[src/rtl/hazard_stall_ctrl.sv]
// Pipeline hazard/stall controller: drives PC and pipeline-register enables/flushes
// for load-use bubbles, taken-branch flushes, data-memory waits and HLT drain.
module hazard_stall_ctrl #(
   parameter int CNT_W     = 16,
   parameter bit R0_HAZARD = 1'b0,
   parameter int DRAIN_CYC = 3
) (
   input  logic             clk,
   input  logic             rst,
   input  logic [3:0]       ifid_rs,
   input  logic [3:0]       ifid_rt,
   input  logic             ifid_uses_rs,
   input  logic             ifid_uses_rt,
   input  logic             idex_memread,
   input  logic [3:0]       idex_rd,
   input  logic             branch_taken,
   input  logic             halt_dec,
   input  logic             dmem_req,
   input  logic             dmem_ready,
   output logic             pc_wen,
   output logic             ifid_wen,
   output logic             ifid_flush,
   output logic             idex_wen,
   output logic             idex_flush,
   output logic             exmem_wen,
   output logic             memwb_wen,
   output logic             memwb_flush,
   output logic             halted,
   output logic [CNT_W-1:0] stall_cnt,
   output logic [CNT_W-1:0] flush_cnt
);

   typedef enum logic [2:0] {
      ST_RUN, ST_LU_BUBBLE, ST_MEM_WAIT, ST_DRAIN, ST_HALTED
   } state_t;

   localparam logic [1:0] DRAIN_LAST = 2'(DRAIN_CYC - 1);

   state_t           r_state;
   state_t           w_next_state;
   logic [1:0]       r_drain_cnt;
   logic [1:0]       w_drain_next;
   logic [CNT_W-1:0] r_stall_cnt;
   logic [CNT_W-1:0] r_flush_cnt;
   logic             w_stall_inc;
   logic             w_flush_inc;
   logic             w_rd_match;
   logic             w_lu_haz;
   logic             w_mstall;
   logic             w_freeze;

   assign w_rd_match = (ifid_uses_rs && (idex_rd == ifid_rs)) ||
                       (ifid_uses_rt && (idex_rd == ifid_rt));
   assign w_lu_haz   = idex_memread && w_rd_match && (R0_HAZARD || (idex_rd != 4'd0));
   assign w_mstall   = dmem_req & ~dmem_ready;
   // Once waiting, only the memory's ready releases the freeze.
   assign w_freeze   = (r_state == ST_MEM_WAIT) ? ~dmem_ready : w_mstall;

   // NOTE: every output and next-state signal gets a default at the top so no latch is inferred.
   always_comb begin
      pc_wen       = 1'b1;
      ifid_wen     = 1'b1;
      ifid_flush   = 1'b0;
      idex_wen     = 1'b1;
      idex_flush   = 1'b0;
      exmem_wen    = 1'b1;
      memwb_wen    = 1'b1;
      memwb_flush  = 1'b0;
      halted       = 1'b0;
      w_next_state = r_state;
      w_drain_next = r_drain_cnt;
      w_stall_inc  = 1'b0;
      w_flush_inc  = 1'b0;

      if (rst) begin
         pc_wen       = 1'b0;
         ifid_wen     = 1'b0;
         idex_wen     = 1'b0;
         exmem_wen    = 1'b0;
         memwb_wen    = 1'b0;
         w_next_state = ST_RUN;
      end else begin
         case (r_state)
            ST_RUN, ST_LU_BUBBLE, ST_MEM_WAIT: begin
               if (w_freeze) begin
                  pc_wen       = 1'b0;
                  ifid_wen     = 1'b0;
                  idex_wen     = 1'b0;
                  exmem_wen    = 1'b0;
                  memwb_flush  = 1'b1;
                  w_stall_inc  = 1'b1;
                  w_next_state = ST_MEM_WAIT;
               end else if (halt_dec) begin
                  pc_wen       = 1'b0;
                  ifid_flush   = 1'b1;
                  w_drain_next = 2'd0;
                  w_next_state = ST_DRAIN;
               end else if (w_lu_haz) begin
                  pc_wen       = 1'b0;
                  ifid_wen     = 1'b0;
                  idex_flush   = 1'b1;
                  w_stall_inc  = 1'b1;
                  w_next_state = ST_LU_BUBBLE;
               end else if (branch_taken) begin
                  ifid_flush   = 1'b1;
                  w_flush_inc  = 1'b1;
                  w_next_state = ST_RUN;
               end else begin
                  w_next_state = ST_RUN;
               end
            end
            ST_DRAIN: begin
               pc_wen     = 1'b0;
               ifid_flush = 1'b1;
               idex_flush = 1'b1;
               if (w_mstall) begin
                  exmem_wen   = 1'b0;
                  memwb_flush = 1'b1;
                  w_stall_inc = 1'b1;
               end else if (r_drain_cnt == DRAIN_LAST) begin
                  w_next_state = ST_HALTED;
               end else begin
                  w_drain_next = r_drain_cnt + 2'd1;
               end
            end
            ST_HALTED: begin
               pc_wen    = 1'b0;
               ifid_wen  = 1'b0;
               idex_wen  = 1'b0;
               exmem_wen = 1'b0;
               memwb_wen = 1'b0;
               halted    = 1'b1;
            end
            default: w_next_state = ST_RUN;
         endcase
      end
   end

   // NOTE: sequential state uses non-blocking assignments only.
   always_ff @(posedge clk or posedge rst) begin
      if (rst) begin
         r_state     <= ST_RUN;
         r_drain_cnt <= 2'd0;
         r_stall_cnt <= '0;
         r_flush_cnt <= '0;
      end else begin
         r_state     <= w_next_state;
         r_drain_cnt <= w_drain_next;
         if (w_stall_inc && (r_stall_cnt != {CNT_W{1'b1}}))
            r_stall_cnt <= r_stall_cnt + CNT_W'(1);
         if (w_flush_inc && (r_flush_cnt != {CNT_W{1'b1}}))
            r_flush_cnt <= r_flush_cnt + CNT_W'(1);
      end
   end

   assign stall_cnt = r_stall_cnt;
   assign flush_cnt = r_flush_cnt;

endmodule
[config.mk]
export PLATFORM = sky130hd
export DESIGN_NAME = hazard_stall_ctrl
export DESIGN_NICKNAME = d
export VERILOG_FILES = /design/src/rtl/hazard_stall_ctrl.sv
export SDC_FILE = /design/constraint.sdc
export NUM_CORES = 1
export LEC_CHECK = 0
export CORE_ASPECT_RATIO = 1.4
export CORE_MARGIN = 2
export CORE_UTILIZATION = 46
export CTS_CLUSTER_SIZE = 30
export DETAILED_ROUTE_END_ITERATION = 10
export GPL_TIMING_DRIVEN = 0
export PLACE_DENSITY = 0.84
export SYNTH_ARGS = -nofsm -noshare
export SYNTH_HDL_FRONTEND = slang
export SYNTH_SLANG_ARGS = --single-unit
[constraint.sdc]
create_clock -name clk -period 8.5 [get_ports clk]
set_input_delay 2.55 -clock clk [delete_from_list [all_inputs] [get_ports clk]]
set_output_delay 2.55 -clock clk [all_outputs]
set_load 0.03 [all_outputs]
Word level (Yosys, flattened, before mapping):

Index checks and enable logic that the tools add are counted.

* bits in latches: 0
* flip-flop bits (word level): 37
* ROM bits: 0
* word-level logic and storage cells: 94
* input bits: 21
* output and inout port bits: 41
* RAM bits: 0
* memories: 0

* muxes and demuxes: 54
* div/mod/pow operators: 0
* bitwise logic cells: 3
* eq/ne operators: 16
* add/sub/neg operators: 3
* shift-type cells: 0
* reductions and logical operators: 14
* $lt $le $gt $ge: 0
* multiply operators: 0

Operators by type and width (number)
* 2-to-1 mux 1 bit: 35
* adder 16 x 1 -> 16 bit (second input constant): 2
* inequality test 16 bit (second input constant): 2
* one-hot mux 1 bit (2 select lines): 7
* 2-to-1 mux 2 bit: 6
* inequality test 2 bit (second input constant): 5
* 2-to-1 mux 3 bit: 3
* one-hot mux 3 bit (3 select lines): 1
* equality test 4 bit: 2
* equality test 3 x 2 -> 1 bit (second input constant): 2
* logical AND 1 bit: 6
* inequality test 3 bit (second input constant): 2
* AND reduction 6 bit: 1
* one-hot mux 2 bit (2 select lines): 1
* nonzero test 4 bit: 1
* equality test 3 x 1 -> 1 bit (second input constant): 1
* equality test 3 bit (second input constant): 1
* logical NOT 3 bit: 1
* one-hot mux 1 bit (3 select lines): 1
* AND reduction 3 bit: 1
* OR reduction 3 bit: 1
* adder 2 x 1 -> 2 bit (second input constant): 1
* equality test 2 bit (second input constant): 1
* NOT 1 bit: 2
* other kinds (4): 4

Logic depth before layout (Yosys ltp):

Gate-level depths: netlist (run 1).

* depth after elaboration: 11
* mapped depth: 8
* depth with buffers taken out: 7

Worst setup path before layout (run 1):

Ideal clock, no wire load.

* path kind: input port to output port
* start point: input rst
* end point: output pc_wen
* required time: 5.950 ns
* path slack: 1.981 ns
* path buffers: 0
* stages on the path: 3
* arrival: 3.969 ns
* cell sequence: nor2_1 -> o31a_1 -> nor2b_1

* cells in the longest elaborated chain, start to end: 1

Ends and longest elaborated chain
* from (decl): RTL line 9 `input logic rst,`
* 2-to-1 mux 1 bit: RTL line 75 `if (rst) begin`
* to (decl): RTL line 20 `output logic pc_wen,`

No other way between the ends.

Final worst setup path (run 1):

* start point: input idex_rd[1]
* end point: output ifid_wen

* cells in the longest elaborated chain, start to end: 10
* elaborated cells on any way between the ends: 13
* classes of those cells: eq/ne: 2; mux: 5; reduce/logical: 6

Ends and longest elaborated chain
* from (decl): RTL line 15 `input logic [3:0] idex_rd,`
* equality test 4 bit, on equally long branches: RTL line 52, 53
* logical AND 1 bit, on equally long branches: RTL line 52, 53
* logical OR 1 bit: RTL line 52 `assign w_rd_match = (ifid_uses_rs && (idex_rd == ifid_rs)) ||`
* logical AND 1 bit: RTL line 54 `assign w_lu_haz = idex_memread && w_rd_match && (R0_HAZARD || (idex_rd != 4'd0));`
* logical AND 1 bit (*): RTL line 54
* 2-to-1 mux 1 bit (*): RTL line 98 `end else if (w_lu_haz) begin`
* 2-to-1 mux 1 bit (*): RTL line 93 `end else if (halt_dec) begin`
* 2-to-1 mux 1 bit (*): RTL line 85 `if (w_freeze) begin`
* one-hot mux 1 bit (2 select lines) (*): RTL line 83 `case (r_state)`
* 2-to-1 mux 1 bit (*): RTL line 75
* to (decl): RTL line 21 `output logic ifid_wen,`

Every way passes the cells marked *; elsewhere a longest branch is shown, timed or not.

==> impl_metrics.json, run 1 <==
{
  "cts_buffers": 5,
  "clkLatencyLatePin_ns": 0.29,
  "port_buffers": 61,
  "critPathSlowestCell": "clkdlybuf4s50_1",
  "post-route-period-util_pct": 89.19,
  "rows": 29,
  "min_from": "flush_cnt[15]",
  "final_nets": 304,
  "avgSynthCellArea_um2": 10.16,
  "synth_edf_count": 0,
  "synthToLayoutAreaGrowth_pct": 37.36,
  "max_cap_violations": 0,
  "critical_path_class": "in -> out",
  "finalInstanceArea_um2": 2958,
  "antenna_found_initial": 0,
  "stdcell_count": 343,
  "slew_headroom_pct": 47.03,
  "grt_max_degree": 41,
  "dr_total_vias": 1836,
  "hp-class": "reg -> reg",
  "grt_pass1_vias": 1831,
  "drive_gt1_share_pct": 8.541,
  "crit_fanout": 5,
  "synth_top_family_by_area": "simple AND/OR/NAND/NOR gates",
  "dr.pass1.iters": 6,
  "p_leak_nw": 1.296,
  "setup_viol": 0,
  "cts.htree.levels": 2,
  "grt_overflow": 0,
  "rrSetupSlack_ns": 6.36,
  "syn_inst": 212,
  "wl_per_cell_um": 14.12,
  "synthFlopType": "dfrtp_1",
  "ios": 62,
  "crit_path_end_kind": "output port",
  "syn_area_um2": 2153,
  "post-route-util_pct": 65.21,
  "drt-vias-per-instance": 5.353,
  "async_reset_ff_share_pct": 100.0,
  "ir_worst_vdd_mv": 0.1686,
  "rsz0062_at_grt": "false",
  "die_h_um": 84.96,
  "worst-slew-pin-transition_ns": 0.7934,
  "powerDensity_nw_per_um2": 185.6,
  "seq_area_um2": 925.9,
  "timing.hold.ws_ns": 0.4920,
  "clockRootBuffer": "clkbuf_8",
  "start_kind": "primary input",
  "cp_top_family": "buffers and inverters",
  "grt_usage_pct": 19.72,
  "ys_seq_elements": 37,
  "syn_nets": 236,
  "drc": 0,
  "status": "completed",
  "drtIter0Drc": 90,
  "ant_nets": 0,
  "crit_top_cell": "clkdlybuf4s50_1",
  "die_w_um": 61.83,
  "cts_hold_buffers": 0,
  "multiInputGateArea_um2": 1159,
  "synthSimpleGateAreaFrac_pct": 27.72,
  "synth_compound_area_share_pct": 9.006,
  "fmax_mhz": 131.9,
  "fin_skew_ns": 0.006573,
  "worstPathRequired_ns": 5.95,
  "place.gp.congestion": 0.8424,
  "worstReg2RegStart": "flush_cnt[0]",
  "hpwl_um": 3618,
  "cts_setup_buffers": 0,
  "start_util_pct": 47.48,
  "ys_types": 42,
  "synth-xor-area-share_pct": 13.83,
  "slowest_delay_ns": 0.59,
  "cts_sinks": 37,
  "synthAdderAreaFrac_pct": 1.743,
  "dp.cells": 335,
  "ys_seq_area_share_pct": 43.00,
  "ys_warn_count": 0,
  "path_cells": "clkdlybuf4s50_1 -> inv_1 -> a22o_1 -> nor4_4 -> nor2_1 -> o41a_1 -> clkdlybuf4s50_1",
  "hold_violations": 0,
  "clock_tree.buffer_depth": 2,
  "cts_tree": "yes",
  "crit_start": "idex_rd[1]",
  "period_needed_ns": 7.582,
  "grt_pass1_wl_um": 7921,
  "nFillCells": 391,
  "arrival_ns": 5.03,
  "core_area_um2": 4536,
  "diodes": 0,
  "dpl_cell_area_um2": 2841,
  "dieArea_um2": 5252,
  "finalSetupTns_ns": 0,
  "slew_viol_final": 0,
  "cp_num_buf_inv": 3,
  "cts.reportedPaths.clkPinSlew_ns": 0.07,
  "synth.area.mux_share_pct": 1.511,
  "cts_resized": 0,
  "drt-total-wl_um": 4842
}
-- report_power, final --
part | switching (mW) | internal [mW]
clock network | 0.0617 | 0.0957
registers | 0.0272 | 0.197
logic | 0.0945 | 0.0734
-- stage by stage --
step,setup WS [ns],power (mW)
after global placement,0.7217,0.3923
after detailed placement,0.9215,0.3960
after floorplan,1.981,0.3220
after global routing,0.7864,0.5773
after CTS,0.8847,0.5543
final,0.9185,0.5490
-- state kept, by name (all words and copies together) (netlist names) --
register,count
stall_cnt,16
r_drain_cnt,2
r_state,3
flush_cnt,16
-- Yosys cell counts (2+ instances only) --
library cell / number / area share (%)
dfrtp_1: 37 / 43
nand2_1: 19 / 3.3
xor2_1: 19 / 7.7
xnor2_1: 15 / 6.1
nand4_1: 12 / 3.5
nand3_1: 10 / 2.3
nor2_1: 10 / 1.7
nor3_1: 9 / 2.1
inv_1: 8 / 1.4
and2_1: 6 / 1.7
and3_1: 6 / 1.7
a21oi_1: 5 / 1.2
nor4_1: 5 / 1.5
nor2b_1: 4 / 1.2
nor4_4: 4 / 4.0
a31oi_1: 3 / 0.87
clkbuf_1: 3 / 0.52
ha_1: 3 / 1.7
nand2b_1: 3 / 0.87
o21ai_0: 3 / 0.70
buf_6: 2 / 1.0
mux2_2: 2 / 1.0
nor3b_1: 2 / 0.70
o41a_1: 2 / 1.0
or2_2: 2 / 0.58
or2b_1: 2 / 0.70
-- area by class of cell --
class / instances / share of cell area, %
Tap cell: 62 / 2.623
Sequential cell: 37 / 31.30
Timing Repair Buffer: 61 / 20.64
Clock buffer: 7 / 2.919
Clock inverter: 1 / 1.015
Buffer: 6 / 1.311
Multi-Input combinational cell: 161 / 39.17
Inverter: 8 / 1.015
-- routing by layer --
layer,vias to the layer above,routed length (um),share of wire (%),GRT usage (%)
li1,895,-,-,-
met1,876,1989,41,22.63
met5,-,0,0,0
met4,0,91,1.9,8.511
met3,8,307,6.3,4.573
met2,57,2453,51,33.68
-- kinds of logic after synthesis --
family	count (synthesis)
buffers and inverters	14
XOR/XNOR	34
AO/OA/AOI/OAI	24
flip-flops	37
multiplexers	3
AND/OR/NAND/NOR	97
adder cells (fa/ha/maj)	3
-- cell usage in the layout (no fill, tap or decap), types with 5 or more instances in the layout --
cell / n
nor4_1: 5
nor2_1: 10
nand4_1: 12
nor3_1: 9
clkbuf_8: 6
dfrtp_1: 37
nand3_1: 10
clkdlybuf4s50_1: 61
xor2_1: 19
inv_1: 7
and3_1: 6
nand2_1: 19
xnor2_1: 15
and2_1: 6
a21oi_1: 5
-- final timing paths --
check	to	cells past startpoint
worst max-delay path	ifid_wen	7
worst min-delay path	flush_cnt[15]	1
worst max register to register	flush_cnt[6]	8
worst min register to register	flush_cnt[15]	1
max in group asynchronous	flush_cnt[8]	2
min in group asynchronous	r_state[2]	2
Power figures use the tool's default switching activity.
==> inputs of run 2 (changes only) <==
CORE_UTILIZATION = 36   (was 46)
DONT_BUFFER_PORTS = 1   (was unset)
PLACE_DENSITY = 0.56   (was 0.84)
==> run 2 against run 1 <==
Against the previous run:
- non-clock buffer count fell by 61
- die area up 26%
- critical path type unchanged
- cell count fell by 15%
- wire length shrank 3.8%
- clock skew is 0.0048 ns higher
- sequential power is 17% higher
- maximum frequency grew 14%
- first-iteration DRC count shrank 52%
- register-to-register slack lost 0.24 ns
==> impl_metrics.json, run 2 (synthesis results as in run 1) <==
{
  "use_met3_pct": 5.285,
  "hold_path_end": "r_drain_cnt[1]",
  "powerDensity_nw_per_um2": 198.2,
  "layout_commonest_cell": "dfrtp_1",
  "cts_hold_buffers": 0,
  "hp-class": "reg -> reg",
  "dieArea_um2": 6625,
  "synthToLayoutAreaGrowth_pct": 8.077,
  "dr.pass1.iters": 4,
  "status": "completed",
  "fin_skew_ns": 0.01135,
  "grt_util_met2_pct": 24.84,
  "rows": 33,
  "worstPathRequired_ns": 5.95,
  "r2r_cells": 8,
  "dr_total_vias": 1627,
  "slew_headroom_pct": 44.67,
  "place.gp.congestion": 0.7853,
  "seqPwrFrac_pct": 56.9,
  "drc": 0,
  "cts.htree.levels": 2,
  "post-route-util_pct": 39.97,
  "ant_nets": 0,
  "rrSetupSlack_ns": 6.12,
  "top_usage_layer": "met2",
  "final_nets": 243,
  "cts_setup_buffers": 0,
  "met1_usage_pct": 16.32,
  "final_cell_mix": "dfrtp_1, xor2_1, nand2_1",
  "drive_gt1_share_pct": 11.36,
  "max_cap_violations": 0,
  "switching_power_mw": 0.1789,
  "rsz0062_at_grt": "false",
  "hold_violations": 0,
  "swShare_pct": 38.80,
  "drt-total-wl_um": 4659,
  "finalSetupTns_ns": 0,
  "grt_usage_pct": 14.35,
  "ir_worst_vdd_mv": 0.08766,
  "cts.reportedPaths.clkPinSlew_ns": 0.08,
  "min_from": "r_drain_cnt[1]",
  "pwr-share-comb_pct": 16.3,
  "setup_viol": 0,
  "cts_buffers": 5,
  "power.internal_mw": 0.2823,
  "arrival_ns": 4.10,
  "critical_path_class": "in -> out",
  "start_kind": "primary input",
  "die_w_um": 69.37,
  "worstReg2RegStart": "stall_cnt[0]",
  "grt_pass1_wl_um": 7617,
  "diodes": 0,
  "slew_viol_final": 0,
  "grt_max_degree": 41,
  "grt_overflow": 0,
  "port_buffers": 0,
  "pwr-share-clk_pct": 26.8,
  "crit_fanout": 5,
  "period_needed_ns": 6.651,
  "grt_pass1_vias": 1588,
  "hpwl_um": 3447,
  "cts_sinks": 37,
  "cts_resized": 0,
  "antenna_found_initial": 0,
  "ios": 62,
  "drt-vias-per-instance": 5.610,
  "crit_path_end_kind": "output port",
  "core_area_um2": 5822,
  "clock_tree.buffer_depth": 2,
  "clockRootBuffer": "clkbuf_8",
  "worst-slew-pin-transition_ns": 0.8300,
  "fmax_mhz": 150.4,
  "clkLatencyLatePin_ns": 0.29,
  "post-route-period-util_pct": 78.25,
  "min_path_cells": 2,
  "rr_endpoint": "stall_cnt[12]",
  "drtIter0Drc": 43,
  "cts_tree": "yes",
  "p_leak_nw": 1.059,
  "start_util_pct": 36.99,
  "wl_per_cell_um": 16.07,
  "die_h_um": 95.51
}
-- run 2: cell count changes in the layout (fill, tap and decap cells not counted), sizes merged --
cell	delta
bufinv	-1
clkbuf	-2
clkinvlp	+1
clkinv	+2
clkdlybuf4s50	-61
-- run 2: power groups by stage --
stage	Combinational, mW	Clock [mW]	Sequential, mW
global placement	0.0751	0	0.267
floorplan	0.0625	0	0.260
global route	0.0859	0.137	0.267
finish	0.0750	0.124	0.263
CTS	0.0765	0.129	0.264
detailed placement	0.0763	0	0.267
-- run 2: critical path, cell delays in order --
cell       delay (ns)
o41a_1           0.44
o2111ai_2        0.12
nor4_4           0.09
nor3b_1          0.20
o21ai_0          0.10
a21oi_1          0.59
-- run 2: cell type report --
| type | count | area, um2 |
|---|---|---|
| multi-input combinational | 161 | 1159 |
| buffer | 6 | 38.79 |
| clock buffer | 5 | 68.82 |
| inverter | 8 | 30.03 |
| fill | 593 | 3495 |
| clock inverter | 3 | 17.52 |
| sequential | 37 | 925.9 |
| tap | 70 | 87.58 |
-- run 2: stage by stage --
step	setup WS, ns	cells	cell area [um2]	power [mW]	hold WS, ns
CTS	1.841	290	2327	0.4692	0.4934
detailed placement	1.842	282	2241	0.3432	0.4748
global route	1.690	290	2327	0.4905	0.5149
floorplan	1.981	212	2153	0.3220	0.4473
global placement	1.671	282	2241	0.3420	0.4619
finish	1.849	290	2327	0.4613	0.4861
-- run 2: how the worst max path moves through the flow --
stage | from | to | slack, ns | cells past startpoint
detailed placement | idex_rd[0] | ifid_flush | 1.84 | 6
finish | idex_rd[0] | ifid_flush | 1.85 | 6
global route | idex_rd[0] | ifid_flush | 1.69 | 6
global placement | rst | exmem_wen | 1.67 | 2
floorplan | rst | pc_wen | 1.98 | 3
CTS | idex_rd[0] | ifid_flush | 1.84 | 6
-- run 2: routing by layer --
metal | wire [um] | part of all wire [%]
met5 | 0 | 0
met4 | 70 | 1.5
met3 | 372 | 8.0
met2 | 2367 | 51
met1 | 1849 | 40
